`src/rtl/mips_mc_pkg.sv`:
```
// mips_mc_pkg: shared constants for the multicycle MIPS control unit.
//   - opcode / funct values decoded from the instruction register
//   - 4-bit FSM state encodings (all 16 codes are used)
//   - ALU op, PC source, register destination, writeback mux and trap codes
package mips_mc_pkg;

    localparam logic [5:0] OP_RTYPE = 6'h00;
    localparam logic [5:0] OP_LW    = 6'h23;
    localparam logic [5:0] OP_SW    = 6'h2B;
    localparam logic [5:0] OP_BEQ   = 6'h04;
    localparam logic [5:0] OP_BNE   = 6'h05;
    localparam logic [5:0] OP_ADDI  = 6'h08;
    localparam logic [5:0] OP_J     = 6'h02;
    localparam logic [5:0] OP_JAL   = 6'h03;
    localparam logic [5:0] FN_JR    = 6'h08;

    localparam logic [3:0] S_IDLE   = 4'd0;
    localparam logic [3:0] S_FETCH  = 4'd1;
    localparam logic [3:0] S_DECODE = 4'd2;
    localparam logic [3:0] S_MEMADR = 4'd3;
    localparam logic [3:0] S_MEMRD  = 4'd4;
    localparam logic [3:0] S_MEMWB  = 4'd5;
    localparam logic [3:0] S_MEMWR  = 4'd6;
    localparam logic [3:0] S_EXEC   = 4'd7;
    localparam logic [3:0] S_RWB    = 4'd8;
    localparam logic [3:0] S_IEXEC  = 4'd9;
    localparam logic [3:0] S_IWB    = 4'd10;
    localparam logic [3:0] S_BRANCH = 4'd11;
    localparam logic [3:0] S_JUMP   = 4'd12;
    localparam logic [3:0] S_JAL    = 4'd13;
    localparam logic [3:0] S_JR     = 4'd14;
    localparam logic [3:0] S_TRAP   = 4'd15;

    localparam logic [2:0] ALU_OP_ADD   = 3'b000;
    localparam logic [2:0] ALU_OP_SUB   = 3'b001;
    localparam logic [2:0] ALU_OP_FUNCT = 3'b010;

    localparam logic [1:0] PCSRC_ALU    = 2'b00;
    localparam logic [1:0] PCSRC_ALUOUT = 2'b01;
    localparam logic [1:0] PCSRC_JUMP   = 2'b10;
    localparam logic [1:0] PCSRC_RS     = 2'b11;

    localparam logic [1:0] REGDST_RT = 2'b00;
    localparam logic [1:0] REGDST_RD = 2'b01;
    localparam logic [1:0] REGDST_RA = 2'b10;

    localparam logic [1:0] M2R_ALU = 2'b00;
    localparam logic [1:0] M2R_MDR = 2'b01;
    localparam logic [1:0] M2R_PC  = 2'b10;

    localparam logic [1:0] TRAP_NONE    = 2'b00;
    localparam logic [1:0] TRAP_ILLEGAL = 2'b01;
    localparam logic [1:0] TRAP_TIMEOUT = 2'b10;

    // States that issue a memory request and may stall on mem_ready.
    function automatic logic is_mem_state(input logic [3:0] s);
        return (s == S_FETCH) || (s == S_MEMRD) || (s == S_MEMWR);
    endfunction

endpackage

```
`src/rtl/mips_mc_waitcnt.sv`:
```
// mips_mc_waitcnt: per-access wait counter and timeout detector.
//   clock, reset : rising-edge clock, async active-low reset
//   active       : FSM is in a memory-access state
//   mem_ready    : memory completes the access this cycle
//   timeout_hit  : last permitted wait cycle expired without ready
module mips_mc_waitcnt #(
    parameter int MEM_TIMEOUT = 16,
    parameter int TMO_W       = 5
) (
    input  logic clock,
    input  logic reset,
    input  logic active,
    input  logic mem_ready,
    output logic timeout_hit
);
    localparam int              LIMIT_I = (MEM_TIMEOUT > 0) ? MEM_TIMEOUT - 1 : 0;
    localparam logic [TMO_W-1:0] LIMIT  = LIMIT_I[TMO_W-1:0];

    logic [TMO_W-1:0] cnt;

    // Every access state is left on the ready cycle, and the counter is held
    // at zero outside access states, so each new access starts from zero.
    always_ff @(posedge clock or negedge reset) begin
        if (!reset)
            cnt <= '0;
        else if (!active || mem_ready)
            cnt <= '0;
        else
            cnt <= cnt + TMO_W'(1);
    end

    // Ready in the same cycle wins over the timeout.
    assign timeout_hit = (MEM_TIMEOUT != 0) && active && !mem_ready && (cnt == LIMIT);

endmodule

```
`src/rtl/mips_mc_control.sv`:
```
// mips_mc_control: Moore FSM control unit for the multicycle MIPS datapath.
//   clock, reset        : rising-edge clock, async active-low reset
//   opcode, funct, zero : IR fields and ALU zero flag
//   mem_ready           : memory handshake completion
//   mem_req/mem_we/i_or_d, ir_write, pc_write, pc_source, alu_src_a/b,
//   alu_op, reg_write, reg_dst, mem_to_reg : datapath controls
//   halt, trap_cause    : sticky trap status
//   instr_count         : retired instruction counter (wraps)
module mips_mc_control
    import mips_mc_pkg::*;
#(
    parameter int CNT_W       = 32,
    parameter int MEM_TIMEOUT = 16,
    parameter int TMO_W       = 5
) (
    input  logic             clock,
    input  logic             reset,
    input  logic [5:0]       opcode,
    input  logic [5:0]       funct,
    input  logic             zero,
    input  logic             mem_ready,
    output logic             mem_req,
    output logic             mem_we,
    output logic             i_or_d,
    output logic             ir_write,
    output logic             pc_write,
    output logic [1:0]       pc_source,
    output logic             alu_src_a,
    output logic [1:0]       alu_src_b,
    output logic [2:0]       alu_op,
    output logic             reg_write,
    output logic [1:0]       reg_dst,
    output logic [1:0]       mem_to_reg,
    output logic             halt,
    output logic [1:0]       trap_cause,
    output logic [CNT_W-1:0] instr_count
);
    logic [3:0] state, state_nx;
    logic [1:0] cause_nx;
    logic       timeout_hit;

    mips_mc_waitcnt #(.MEM_TIMEOUT(MEM_TIMEOUT), .TMO_W(TMO_W)) u_waitcnt (
        .clock       (clock),
        .reset       (reset),
        .active      (is_mem_state(state)),
        .mem_ready   (mem_ready),
        .timeout_hit (timeout_hit)
    );

    always_comb begin
        state_nx = state;
        cause_nx = TRAP_NONE;
        case (state)
            S_IDLE:   state_nx = S_FETCH;
            S_FETCH, S_MEMRD, S_MEMWR: begin
                if (mem_ready)
                    state_nx = (state == S_FETCH) ? S_DECODE :
                               (state == S_MEMRD) ? S_MEMWB  : S_FETCH;
                else if (timeout_hit) begin
                    state_nx = S_TRAP;
                    cause_nx = TRAP_TIMEOUT;
                end
            end
            S_DECODE: begin
                case (opcode)
                    OP_RTYPE:       state_nx = (funct == FN_JR) ? S_JR : S_EXEC;
                    OP_LW, OP_SW:   state_nx = S_MEMADR;
                    OP_BEQ, OP_BNE: state_nx = S_BRANCH;
                    OP_ADDI:        state_nx = S_IEXEC;
                    OP_J:           state_nx = S_JUMP;
                    OP_JAL:         state_nx = S_JAL;
                    default: begin
                        state_nx = S_TRAP;
                        cause_nx = TRAP_ILLEGAL;
                    end
                endcase
            end
            S_MEMADR: state_nx = (opcode == OP_SW) ? S_MEMWR : S_MEMRD;
            S_EXEC:   state_nx = S_RWB;
            S_IEXEC:  state_nx = S_IWB;
            S_TRAP:   state_nx = S_TRAP;
            default:  state_nx = S_FETCH;   // MEMWB, RWB, IWB, BRANCH, JUMP, JAL, JR
        endcase
    end

    always_ff @(posedge clock or negedge reset) begin
        if (!reset) begin
            state       <= S_IDLE;
            trap_cause  <= TRAP_NONE;
            instr_count <= '0;
        end else begin
            state <= state_nx;
            if (state_nx == S_TRAP && state != S_TRAP)
                trap_cause <= cause_nx;
            // The first fetch after reset does not retire anything.
            if (state_nx == S_FETCH && state != S_FETCH && state != S_IDLE)
                instr_count <= instr_count + CNT_W'(1);
        end
    end

    always_comb begin
        mem_req    = 1'b0;
        mem_we     = 1'b0;
        i_or_d     = 1'b0;
        ir_write   = 1'b0;
        pc_write   = 1'b0;
        pc_source  = PCSRC_ALU;
        alu_src_a  = 1'b0;
        alu_src_b  = 2'b00;
        alu_op     = ALU_OP_ADD;
        reg_write  = 1'b0;
        reg_dst    = REGDST_RT;
        mem_to_reg = M2R_ALU;
        halt       = 1'b0;
        case (state)
            S_FETCH: begin
                mem_req   = 1'b1;
                alu_src_b = 2'b01;
                ir_write  = mem_ready;
                pc_write  = mem_ready;
            end
            S_DECODE: alu_src_b = 2'b11;
            S_MEMADR, S_IEXEC: begin
                alu_src_a = 1'b1;
                alu_src_b = 2'b10;
            end
            S_MEMRD: begin
                mem_req = 1'b1;
                i_or_d  = 1'b1;
            end
            S_MEMWR: begin
                mem_req = 1'b1;
                i_or_d  = 1'b1;
                mem_we  = 1'b1;
            end
            S_MEMWB: begin
                reg_write  = 1'b1;
                mem_to_reg = M2R_MDR;
            end
            S_EXEC: begin
                alu_src_a = 1'b1;
                alu_op    = ALU_OP_FUNCT;
            end
            S_RWB: begin
                reg_write = 1'b1;
                reg_dst   = REGDST_RD;
            end
            S_IWB: reg_write = 1'b1;
            S_BRANCH: begin
                alu_src_a = 1'b1;
                alu_op    = ALU_OP_SUB;
                pc_source = PCSRC_ALUOUT;
                pc_write  = (opcode == OP_BNE) ? ~zero : zero;
            end
            S_JUMP: begin
                pc_write  = 1'b1;
                pc_source = PCSRC_JUMP;
            end
            S_JAL: begin
                // PC still holds PC+4 here, so it is the link value.
                pc_write   = 1'b1;
                pc_source  = PCSRC_JUMP;
                reg_write  = 1'b1;
                reg_dst    = REGDST_RA;
                mem_to_reg = M2R_PC;
            end
            S_JR: begin
                pc_write  = 1'b1;
                pc_source = PCSRC_RS;
            end
            S_TRAP: halt = 1'b1;
            default: ;
        endcase
    end

endmodule

```
`config.mk`:
```
export PLATFORM = sky130hd
export DESIGN_NAME = mips_mc_control
export DESIGN_NICKNAME = d
export VERILOG_FILES = /design/src/rtl/mips_mc_pkg.sv /design/src/rtl/mips_mc_waitcnt.sv /design/src/rtl/mips_mc_control.sv
export SDC_FILE = /design/constraint.sdc
export NUM_CORES = 1
export LEC_CHECK = 0
export ABC_CLOCK_PERIOD_IN_PS = 3200
export BUFFER_PORTS_ARGS = -buffer_cell sky130_fd_sc_hd__buf_2
export CAP_MARGIN = 20
export CORE_ASPECT_RATIO = 0.6
export CORE_MARGIN = 2
export CORE_UTILIZATION = 53
export CTS_CLUSTER_DIAMETER = 30
export DETAILED_ROUTE_END_ITERATION = 12
export GPL_ROUTABILITY_DRIVEN = 1
export PLACE_DENSITY = 0.88
export SLEW_MARGIN = 40
export SYNTH_ARGS = -nofsm -noshare
export SYNTH_HDL_FRONTEND = slang
export SYNTH_SLANG_ARGS = --single-unit
```
`constraint.sdc`:
```
create_clock -name clock -period 3.2 [get_ports clock]
set_input_delay 0.32 -clock clock [delete_from_list [all_inputs] [get_ports clock]]
set_output_delay 0.32 -clock clock [all_outputs]
set_load 0.01 [all_outputs]
```
==> metrics.md <==
| Metric | Value |
|---|---|
| Result of the run | `complete, but fails checks` |
| Violations in the final reports | `negative hold slack` |
| Top FF cell, synth | `sky130_fd_sc_hd__dfrtp_1` |
| Core area | `4640 um^2` |
| Setup fix buffers added after clock tree synthesis | `0` |
| Max-Cap Viols | `0` |
| Type of origin of the critical path | `flop` |
| Total leakage power | `1.62 nW` |
| Setup skew after layout | `0.00731 ns` |
| Post-detail-place hpwl | `4560 um` |
| DIE WIDTH | `94.1 um` |
| Pin count of the biggest net entering global routing | `44` |
| Number of primary I/O pins | `69` |
| Clock-pin slew on the worst setup and hold paths | `0.08 ns` |
| Critical path required time | `3.37 ns` |
| Max-slew violation count | `0` |
| Top cell types by occurrence after synthesis | `sky130_fd_sc_hd__dfrtp_1, sky130_fd_sc_hd__xor2_1, sky130_fd_sc_hd__nor2_1, sky130_fd_sc_hd__nor3_1, sky130_fd_sc_hd__nand2_1` |
| Class of the worst hold path | `in -> async` |
| Number of distinct library cells after synthesis | `50` |
| Synth Warn # | `0` |
| Total routing resource utilization after global routing | `23.9%` |
| Async S/R FF share, synth | `100%` |
| FMAX | `0.374 GHz` |
| Starting utilization of the core area | `55.6%` |
| Setup repair after global routing missed its margin | `false` |
| Share of cells above drive strength 1 | `28.8%` |
| Total clock sinks | `43` |
| Length of the first detailed-routing pass in iterations | `5` |
| Number of fill cells in the layout | `375` |
| Wire length of the first global-routing pass | `10100 um` |
| Largest fanout on the critical path | `12` |
| TritonCTS clock tree | `yes` |
| Antenna diodes | `0` |
| Synthesis-to-layout area growth | `18.5%` |
| Critical path cell sequence | `ha_1, and3_1, ha_1, nor3_1, o32a_1, nand3_1, or2_1, buf_4, or2_2, mux2_1` |
| Hold buffers post-CTS | `0` |
| Setup_tns | `0 ns` |
| Design Power | `2.21 mW` |
| IO buf count | `67` |
| Cell family with most CP delay | `simple AND/OR/NAND/NOR gates` |
| R2R Setup Slk | `0.52 ns` |
| Number of nets in the layout | `356` |
| Area contributors post-synth | `sky130_fd_sc_hd__dfrtp_1, sky130_fd_sc_hd__xor2_1, sky130_fd_sc_hd__nor3_1, sky130_fd_sc_hd__nor2_1, sky130_fd_sc_hd__nor4_2` |
| Tmin final | `2.68 ns` |
| Final setup violation count | `0` |
| Area fraction of the dominant cell type after synthesis | `41.7%` |
| Final-report hold violation count | `9` |
| Row cnt | `19` |
| Crit path DAT | `2.85 ns` |
| Final worst-path setup slack | `0.523 ns` |
| Vias | `2294` |
| Number of DRC markers after the initial detailed-route iteration | `285` |
| Final Hold Slack | `-0.00997 ns` |
| Clk_lat worst skew | `0.30 ns` |
| Post-synthesis sequential area ratio | `41.7%` |
| Antenna Nets Post-Route | `0` |
| Detailed-route vias per instance | `5.74` |
| Weighted congestion reported at the end of routability-driven placement | `0.884` |
| Cell repeated most along the worst path | `sky130_fd_sc_hd__ha_1` |
| Mean area per synthesized cell | `9.48 um^2` |
| DRC violation count after routing | `0` |
| Number of global-route vias before repair | `2025` |
| Worst Max-Slew Pin Slew | `0.549 ns` |
| Mean routed wirelength per cell | `15.4 um` |
| Ratio of total power to cell area | `723 nW/um^2` |
| Most common cell in the netlist | `sky130_fd_sc_hd__dfrtp_1` |
| FF+latch area | `1080 um^2` |
| Cells resized by post-CTS repair | `0` |
| Cell taking the most area after synthesis | `sky130_fd_sc_hd__dfrtp_1` |
| Critical Path Max Stage Delay | `0.40 ns` |
| Maximum vdd ir drop | `0.000384 V` |
| CTS HTree Levels | `2` |
| Cell area after synthesis | `2580 um^2` |
| Slowest cell on crit path | `sky130_fd_sc_hd__dfrtp_1` |
| Number of nets produced by synthesis | `291` |
| Clock buffer depth | `2` |
| Post-synth EDFFs | `0` |
| Floorplan die area | `5460 um^2` |
| Worst Setup Slack post-DPL | `0.550 ns` |
| Total Wirelength | `6150 um` |
| Relative slew slack | `63.3%` |
| Number of instances in the synthesized netlist | `272` |
| Multi-input gate area in the final layout | `1380 um^2` |
| Antenna violations before repair | `0` |
| Post-route fraction of the period consumed by the critical path | `83.7%` |
| GR Overflow Total | `0` |
| CTS Root Buffer Type | `sky130_fd_sc_hd__clkbuf_8` |
| Die height | `58.0 um` |
| Critical path class | `reg -> reg` |
| Crit. End Element | `flop` |
| CP Buf/Inv Count | `1` |
| Inserted Clock Buffers | `5` |
| Number of flip-flops and latches in the synthesized netlist | `43` |
-- final cells by class --
class                           count  share of cell area [%]
Sequential cell                    43                    35.2
Inverter                            9                    1.11
Multi-Input combinational cell    203                    45.2
Clock buffer                        6                    2.70
Tap cell                           63                    2.58
Clock inverter                      1                   0.164
Timing Repair Buffer               75                    13.0
-- layer usage --
metal	vias to the layer above	global-route usage, %	share of wire [%]
met5	-	0	0
met2	99	32.7	43
met1	1101	38.1	48
met3	13	4.29	7.4
met4	0	8.07	1.7
li1	1081	-	-
-- kinds of logic (layout without fill, tap and decap cells) --
logic type	count (synthesis)	in the layout	synth area share, %
other	1	1	0.145
XOR/XNOR	34	34	11.5
AO/OA/AOI/OAI	28	28	7.81
flip-flops	43	43	41.7
multiplexers	5	5	1.99
AND/OR/NAND/NOR	132	132	30.0
buffers and inverters	26	91	5.34
adder cells (fa/ha/maj)	3	3	1.46
-- placed cells by master (no fill, tap or decap), drive strengths merged, types with 2 or more instances in the layout --
| cell type | n |
|---|---|
| nor4 | 8 |
| nand2b | 9 |
| a22o | 2 |
| a21oi | 6 |
| nor2 | 25 |
| nand3 | 14 |
| or2 | 3 |
| xor2 | 28 |
| nor2b | 2 |
| nand4 | 8 |
| and3 | 8 |
| buf | 75 |
| nand3b | 2 |
| inv | 9 |
| mux2i | 4 |
| o41ai | 2 |
| and2 | 3 |
| nor3 | 25 |
| o311ai | 2 |
| clkbuf | 6 |
| xnor2 | 6 |
| nor3b | 2 |
| and4 | 3 |
| ha | 3 |
| o21ai | 6 |
| nand2 | 16 |
| dfrtp | 43 |
-- stage by stage --
step	std cells	util [%]	instance area (um^2)
CTS	400	65.9	3060
detailed placement	393	64.0	2970
finish	400	65.9	3060
floorplan	272	-	2580
global placement	393	64.0	2970
global route	400	65.9	3060
-- flip-flops by register name, indices dropped and copies added, names as in the netlist --
name and flops:
instr_count 32, u_waitcnt.cnt 5, state 4, trap_cause 2
-- power by group --
part	switching, mW	leakage, nW	internal, mW	total (mW)
Sequential	0.101	0.568	0.614	0.714
Combinational	0.746	1.00	0.406	1.15
Clock	0.176	0.0470	0.169	0.345
-- path summary, 6_finish.rpt --
| kind | startpoint | end | depth (start not counted) |
|---|---|---|---|
| max | u_waitcnt.cnt[0]$_DFF_PN0_ | instr_count[1]$_DFFE_PN0P_ | 10 |
| max in group asynchronous | reset | state[3]$_DFF_PN0_ | 1 |
| min in group clock | opcode[4] | state[1]$_DFF_PN0_ | 3 |
| min | reset | instr_count[25]$_DFFE_PN0P_ | 1 |
| min reg2reg | instr_count[31]$_DFFE_PN0P_ | instr_count[31]$_DFFE_PN0P_ | 1 |
| max reg2reg | u_waitcnt.cnt[0]$_DFF_PN0_ | instr_count[1]$_DFFE_PN0P_ | 10 |
(Power assumes the default switching activity.)
